`src/rtl/vx_pending_select.sv`:
```
// Sticky request collector with a registered fixed-priority or round-robin pick,
// offered on a valid/ready handshake and retired from the pending mask on accept.
module vx_pending_select #(
  parameter int N           = 4,
  parameter bit ROUND_ROBIN = 1'b0,
  parameter int LN          = (N > 1) ? $clog2(N) : 1
) (
  input  logic          clk,
  input  logic          reset,
  input  logic [N-1:0]  set_in,
  input  logic [N-1:0]  clr_in,
  output logic          valid_out,
  input  logic          ready_in,
  output logic [LN-1:0] index_out,
  output logic [N-1:0]  onehot_out,
  output logic [N-1:0]  pending_out
);

  logic [N-1:0]  r_pending;
  logic          r_valid;
  logic [LN-1:0] r_index;
  logic [N-1:0]  r_onehot;

  logic          w_fire;
  logic          w_load;
  logic          w_any;
  logic [N-1:0]  w_clr_mask;
  logic [N-1:0]  w_pending_next;
  logic [N-1:0]  w_cand;
  logic [N-1:0]  w_upper_mask;
  logic [N-1:0]  w_cand_upper;
  logic [LN-1:0] w_start;
  logic [LN-1:0] w_sel_index;
  logic [N-1:0]  w_sel_onehot;

  function automatic logic [LN-1:0] f_lowest(input logic [N-1:0] mask);
    logic [LN-1:0] idx;
    idx = '0;
    for (int i = N - 1; i >= 0; i--) begin
      if (mask[i]) idx = LN'(i);
    end
    return idx;
  endfunction

  assign w_fire = r_valid & ready_in;
  assign w_load = !r_valid || w_fire;

  // Set wins over both cancel and retire, so a re-request during its own grant survives.
  assign w_clr_mask     = clr_in | (w_fire ? r_onehot : '0);
  assign w_pending_next = (r_pending & ~w_clr_mask) | set_in;

  // The bit on offer is excluded even in the accept cycle so it is never granted twice.
  assign w_cand = r_pending & ~clr_in & ~(r_valid ? r_onehot : '0);
  assign w_any  = |w_cand;

  // Round-robin search: prefer candidates at or above the start point, else wrap to the lowest.
  // NOTE: every signal assigned in an always_comb gets a default first, so no latch is inferred.
  always_comb begin
    w_upper_mask = '0;
    for (int i = 0; i < N; i++) begin
      w_upper_mask[i] = (i >= int'(w_start));
    end
  end

  assign w_cand_upper = w_cand & w_upper_mask;
  assign w_sel_index  = (|w_cand_upper) ? f_lowest(w_cand_upper) : f_lowest(w_cand);
  assign w_sel_onehot = w_any ? (N'(1) << w_sel_index) : '0;

  generate
    if (ROUND_ROBIN && (N > 1)) begin : g_rr
      logic [LN-1:0] r_last;

      always_ff @(posedge clk or posedge reset) begin
        if (reset) begin
          r_last <= LN'(N - 1);
        end else if (w_fire) begin
          r_last <= r_index;
        end
      end

      assign w_start = (r_last == LN'(N - 1)) ? '0 : r_last + LN'(1);
    end else begin : g_fixed
      assign w_start = '0;
    end
  endgenerate

  // NOTE: sequential state uses non-blocking assignments so all registers update together.
  always_ff @(posedge clk or posedge reset) begin
    if (reset) begin
      r_pending <= '0;
      r_valid   <= 1'b0;
      r_index   <= '0;
      r_onehot  <= '0;
    end else begin
      r_pending <= w_pending_next;
      if (w_load) begin
        r_valid  <= w_any;
        r_index  <= w_sel_index;
        r_onehot <= w_sel_onehot;
      end
    end
  end

  assign valid_out   = r_valid;
  assign index_out   = r_index;
  assign onehot_out  = r_onehot;
  assign pending_out = r_pending;

  a_onehot_match: assert property (@(posedge clk) disable iff (reset)
    r_valid |-> (r_onehot == (N'(1) << r_index)));

  a_idle_zero: assert property (@(posedge clk) disable iff (reset)
    !r_valid |-> (r_onehot == '0 && r_index == '0));

  a_index_range: assert property (@(posedge clk) disable iff (reset)
    int'(r_index) < N);

  a_hold_offer: assert property (@(posedge clk) disable iff (reset)
    (r_valid && !ready_in) |=> (r_valid && $stable(r_index) && $stable(r_onehot)));

endmodule

```
`config.mk`:
```
export PLATFORM = sky130hd
export DESIGN_NAME = vx_pending_select
export DESIGN_NICKNAME = d
export VERILOG_FILES = /design/src/rtl/vx_pending_select.sv
export SDC_FILE = /design/constraint.sdc
export NUM_CORES = 1
export LEC_CHECK = 0
export ABC_AREA = 1
export CAP_MARGIN = 20
export CORE_MARGIN = 2
export CORE_UTILIZATION = 39
export DETAILED_ROUTE_END_ITERATION = 12
export MAX_ROUTING_LAYER = met4
export PLACE_DENSITY = 0.74
export SETUP_SLACK_MARGIN = 0.05
export SYNTH_ARGS = -nofsm -noshare
export SYNTH_HDL_FRONTEND = slang
export SYNTH_SLANG_ARGS = --single-unit
```
`constraint.sdc`:
```
create_clock -name clk -period 1.1 [get_ports clk]
set_input_delay 0.22 -clock clk [delete_from_list [all_inputs] [get_ports clk]]
set_output_delay 0.22 -clock clk [all_outputs]
set_load 0.02 [all_outputs]
```
# After elaboration in Yosys (flattened, before gate mapping)
# Index checks and enable logic that the tools add are counted.
[word_totals]
reg_bits = 11
input_bits = 11
output_inout_bits = 11
word_cells = 24
[op_classes]
shift = 1
mux = 7
n_bitwise = 9
n_reduce_logical = 3
[op_table]
columns = ["op", "count"]
rows = [
  ["AND 4 bit", 3],
  ["two-way mux 4 bit", 3],
  ["NOT 4 bit", 3],
  ["two-way mux 2 bit", 4],
  ["OR 4 bit", 2],
  ["OR reduction 4 bit", 1],
  ["left shift 1 x 2 -> 4 bit (first input constant)", 1],
  ["AND 1 bit", 1],
  ["zero test 1 bit", 1],
  ["logical OR 1 bit", 1],
]

# Longest topological paths before layout
# Gate-level depths: netlist (run 1).
[depth]
ltp_word = 9
mapped_depth = 7
depth_no_buf = 7

# Least setup slack after synthesis (run 1)
# Ideal clock, no wire load.
[synth_path]
path_type = "flip-flop to flip-flop"
startpoint = "reg r_valid (netlist: valid_out)"
endpoint = "reg r_valid (netlist: valid_out)"
setup_ns = 0.128
arrival_ns = 0.898
t_required_ns = 0.972
setup_slack_ns = 0.074
path_stages_with_launch = 6
path_buffers = 0
synth_period_minus_slack_ns = 1.026
cell_sequence = "dfrtp_1 -> nand2_1 -> nand3_2 -> nand2_2 -> nor2_4 -> nand3_1"
[synth_between]
elab_chain_cells = 4
word_cells_on_any_way = 7
classes_between = "mux: 1; bitwise: 3; reduce/logical: 3"
[synth_rtl]
columns = ["element", "line", "rtl"]
rows = [
  ["start, declared", "20", "logic r_valid;"],
  ["start signal, assigned", "97", "r_valid <= w_any;"],
  ["two-way mux 4 bit", "53", "assign w_cand = r_pending & ~clr_in & ~(r_valid ? r_onehot : '0);"],
  ["NOT 4 bit", "53", ""],
  ["AND 4 bit", "53", ""],
  ["OR reduction 4 bit", "54", "assign w_any = |w_cand;"],
]
# Parallel ways exist; a longest one is shown, timed or not.
# A chain may end at the register's enable or synchronous reset.

# Worst setup path in the final report (run 1)
[layout_path]
startpoint = "reg r_onehot[3] (netlist: onehot_out[3])"
endpoint = "reg r_pending[3] (netlist: pending_out[3])"
[layout_between]
elab_chain_cells = 5
[layout_rtl]
columns = ["element", "line", "rtl"]
rows = [
  ["start, declared", "22", "logic [N-1:0] r_onehot;"],
  ["start signal, assigned", "99", "r_onehot <= w_sel_onehot;"],
  ["two-way mux 4 bit", "49", "assign w_clr_mask = clr_in | (w_fire ? r_onehot : '0);"],
  ["OR 4 bit", "49", ""],
  ["NOT 4 bit", "50", "assign w_pending_next = (r_pending & ~w_clr_mask) | set_in;"],
  ["AND 4 bit", "50", ""],
  ["OR 4 bit", "50", ""],
  ["via w_pending_next[3]", "28", "logic [N-1:0] w_pending_next;"],
  ["end signal, assigned", "95", "r_pending <= w_pending_next;"],
  ["end, declared", "19", "logic [N-1:0] r_pending;"],
]
# The timed path passes the listed nets, and every way through them passes these cells.

==> results of run 1 <==
==> power by group through the flow <==
stage | combinational, uW | sequential (uW) | clock (uW)
final | 679 | 527 | 281
after global routing | 731 | 532 | 315
after CTS | 561 | 513 | 293
after detailed placement | 542 | 515 | 0
after global placement | 530 | 514 | 0
after floorplan | 154 | 611 | 0
==> worst min-delay path, cell delays in order <==
cell and delay, ns:
clkdlybuf4s50_1 0.39, inv_1 0.05, buf_4 0.19
==> per-layer routing <==
metal	wire [um]	track usage	part of all wire	up-vias
li1	-	-	-	280
met1	647	0.280	0.41	262
met2	793	0.377	0.50	27
met3	88	0.0500	0.056	6
met4	52	0.125	0.033	0
met5	0	-	0	-
==> cells by family after synthesis <==
kind of cell / count (synthesis)
AO/OA/AOI/OAI: 2
buffers and inverters: 12
flip-flops: 11
AND/OR/NAND/NOR: 41
==> how the worst min path moves through the flow <==
stage,to,slack (ns),depth (start not counted)
2_1_floorplan,index_out[0]$_DFFE_PP0P_,0.07,1
6_report,pending_out[0]$_DFF_PP0_,0.23,3
3_5_place_dp,index_out[1]$_DFFE_PP0P_,0.47,2
3_3_place_gp,index_out[1]$_DFFE_PP0P_,0.47,2
5_1_grt,pending_out[3]$_DFF_PP0_,0.26,3
4_1_cts,pending_out[0]$_DFF_PP0_,0.22,3
==> cells in the mapped netlist (all sizes together) <==
cell     n  share of area
dfrtp   11           0.53
inv     12          0.087
nand2   25           0.19
nand3    8          0.097
nand3b   1          0.014
nor2     7          0.065
o21ai    2          0.019
==> registers in the layout, indices dropped and copies added (netlist names) <==
register     count
index_out        2
valid_out        1
onehot_out       4
pending_out      4
==> metrics by stage <==
step,setup slack [ns],total power [uW],TNS [ns]
after global placement,-0.142,1040,-1.54
after detailed placement,-0.184,1060,-2.03
after global routing,-0.0285,1580,-0.0530
after CTS,0.0215,1370,0
after floorplan,0.0738,765,0
final,0.0332,1490,0
==> layout make-up <==
cell class                 instances  share of cell area
timing repair buffer              35               0.347
tap                               15              0.0193
inverter                          12              0.0488
clock buffer                       4              0.0270
multi-input combinational         43               0.275
sequential                        11               0.283
==> timing repair <==
item / 4_1_cts / 5_1_grt
buffers inserted: 2 / 1
resized for setup: 63 / 26
pin swaps: 7 / 6
setup endpoints to repair: 17 / 19
==> impl_metrics.csv, run 1 <==
group,metric,value,unit
route,vias,575,
yosys,synth_fa_ha_area_frac,0,
worst_setup_path,rr_worst_depth,7,
placed_design,placed_area,830,um2
global_routing,grt_max_degree,12,
sta,rsz0062_at_grt,"yes",
die,core-area,0.00127,mm2
layout,final_cell_mix,"nand2_1 (17), buf_6 (14), dfrtp_1 (11)",
placed_design,dpl.cell_count,113,
die,dieWidth,40.4,um
global_routing,antenna_found_initial,0,
flow_run,drv_cap,0,
route,drtIter0Drc,10,
sta,clock_skew,0.00194,ns
worst_setup_path,worstPathCellList,"buf_6, nand2_4, inv_4, nor2_4, buf_4, nor2_1, o21ai_1",
layout,mostFrequentLayoutCell,"nand2_1",
worst_setup_path,rr_startpoint,"onehot_out[3]$_DFFE_PP0P_",
cts,cts_tree,"yes",
worst_setup_path,crit_buf_inv,3,
global_routing,grt_pass1_wl,2370,um
layout,diodes,0,
worst_setup_path,endpoint,"pending_out[3]$_DFF_PP0_",
worst_setup_path,crit_type,"flop to flop",
placed_design,dp_hpwl,1070,um
worst_setup_path,critPathCaptureType,"flop",
global_routing,grt_usage,0.238,
layout,fin_area,973,um2
worst_setup_path,cp.depth,7,
pwr,p_sw,536,uW
die,start_util,0.408,
cts,clk_pin_slew_worst_paths,0.07,ns
yosys,netlist_area,518,um2
yosys,synth_nets,77,
outcome,outcome,"finished clean",
sta,worst_pin_slew,0.153,ns
yosys,syn_inst,66,
layout,fin_util,0.767,
cts,max-clock-path-buffers,2,
worst_setup_path,worst-path-max-fanout,2,
die,die_h,40.4,um
route,drtAntennaViolNets,0,
die,dieArea,0.00164,mm2
sta,hold_slack,0.228,ns
route,drcViolationCount,0,
sta,finalMaxSlewViolations,0,
pwr,clockPowerShare,0.189,
worst_setup_path,start_kind,"flop",
pwr,swShare,0.361,
yosys,yosys_warnings,0,
hold_path,min_path_type,"input pin to asynchronous set/reset pin",
sta,fin_crit,1.07,ns
yosys,synth.distinct_cells,11,
yosys,synth-xor-area-share,0,
cts,cts_hold_buf,0,
global_routing,overflow,0,
layout,multi_input_area,268,um2
layout,nets,117,
die,rows,13,
pwr,combPwrFrac,0.457,
sta,slew_headroom,0.898,
sta,setup_viol,0,
placed_design,portBuffers,21,
yosys,synth-compound-area-share,0.0193,
yosys,synth-simple-area-share,0.362,
yosys,avgSynthCellArea,7.85,um2
layout,regArea,275,um2
pwr,leakage,0.000513,uW
cts,insertion_delay,0.27,ns
yosys,synth.yosys.seq_area_share,0.531,
route,via_per_inst,4.79,
layout,layout-drive-gt1-share,0.419,
route,wl_per_cell,13.2,um
sta,fmax,937,MHz
placed_design,place_congestion,0.868,
pwr,irDropWorstVdd,0.000928,V
worst_setup_path,worstPathRequired,1.26,ns
pwr,p_int,951,uW
layout,fill_cells,83,
layout,stdcell_count,120,
yosys,synth_top_family_by_area,"simple AND/OR/NAND/NOR gates",
route,wl,1580,um
cts,cts-root-buf,"clkbuf_4",
yosys,synthMuxAreaShare,0,
yosys,synth-seq-cells,11,
pwr,pwr-share-seq,0.355,
cts,ctsHtreeMaxLevel,1,
worst_setup_path,reg2reg_slack,0.03,ns
pwr,p_per_area,1530,mW/mm2
route,drtPass1Iterations,4,
die,ios,22,
layout,syn2layout_area_growth,87.9,%
worst_setup_path,slowest_stage,"dfrtp_1",
worst_setup_path,cp.arrival,1.22,ns
worst_setup_path,r2r-end,"pending_out[3]$_DFF_PP0_",
cts,cts_buffers,3,
worst_setup_path,crit_start,"onehot_out[3]$_DFFE_PP0P_",
cts,clock_sinks,11,
worst_setup_path,worst_path_dominant_cell_family,"flip-flops",
sta,hold_viol_final,0,
global_routing,grt_pass1_vias,536,
sta,fin_crit_sh,0.970,
worst_setup_path,slowest_delay,0.40,ns
Power figures use the tool's default switching activity.
==> inputs of run 2 (changes only) <==
--- a/config.mk
+++ b/config.mk
@@ -6,7 +6,6 @@
 export NUM_CORES = 1
 export LEC_CHECK = 0
 export ABC_AREA = 1
-export CAP_MARGIN = 20
 export CORE_MARGIN = 2
 export CORE_UTILIZATION = 39
 export DETAILED_ROUTE_END_ITERATION = 12
==> results of run 2 <==
The final DEF is identical to that of run 1; final timing and power are the same.
==> inputs of run 3 (changes only) <==
--- a/config.mk
+++ b/config.mk
@@ -12,6 +12,7 @@
 export MAX_ROUTING_LAYER = met4
 export PLACE_DENSITY = 0.74
 export SETUP_SLACK_MARGIN = 0.05
+export SLEW_MARGIN = 10
 export SYNTH_ARGS = -nofsm -noshare
 export SYNTH_HDL_FRONTEND = slang
 export SYNTH_SLANG_ARGS = --single-unit
==> results of run 3 <==
The final DEF is identical to that of run 1; final timing and power are the same.
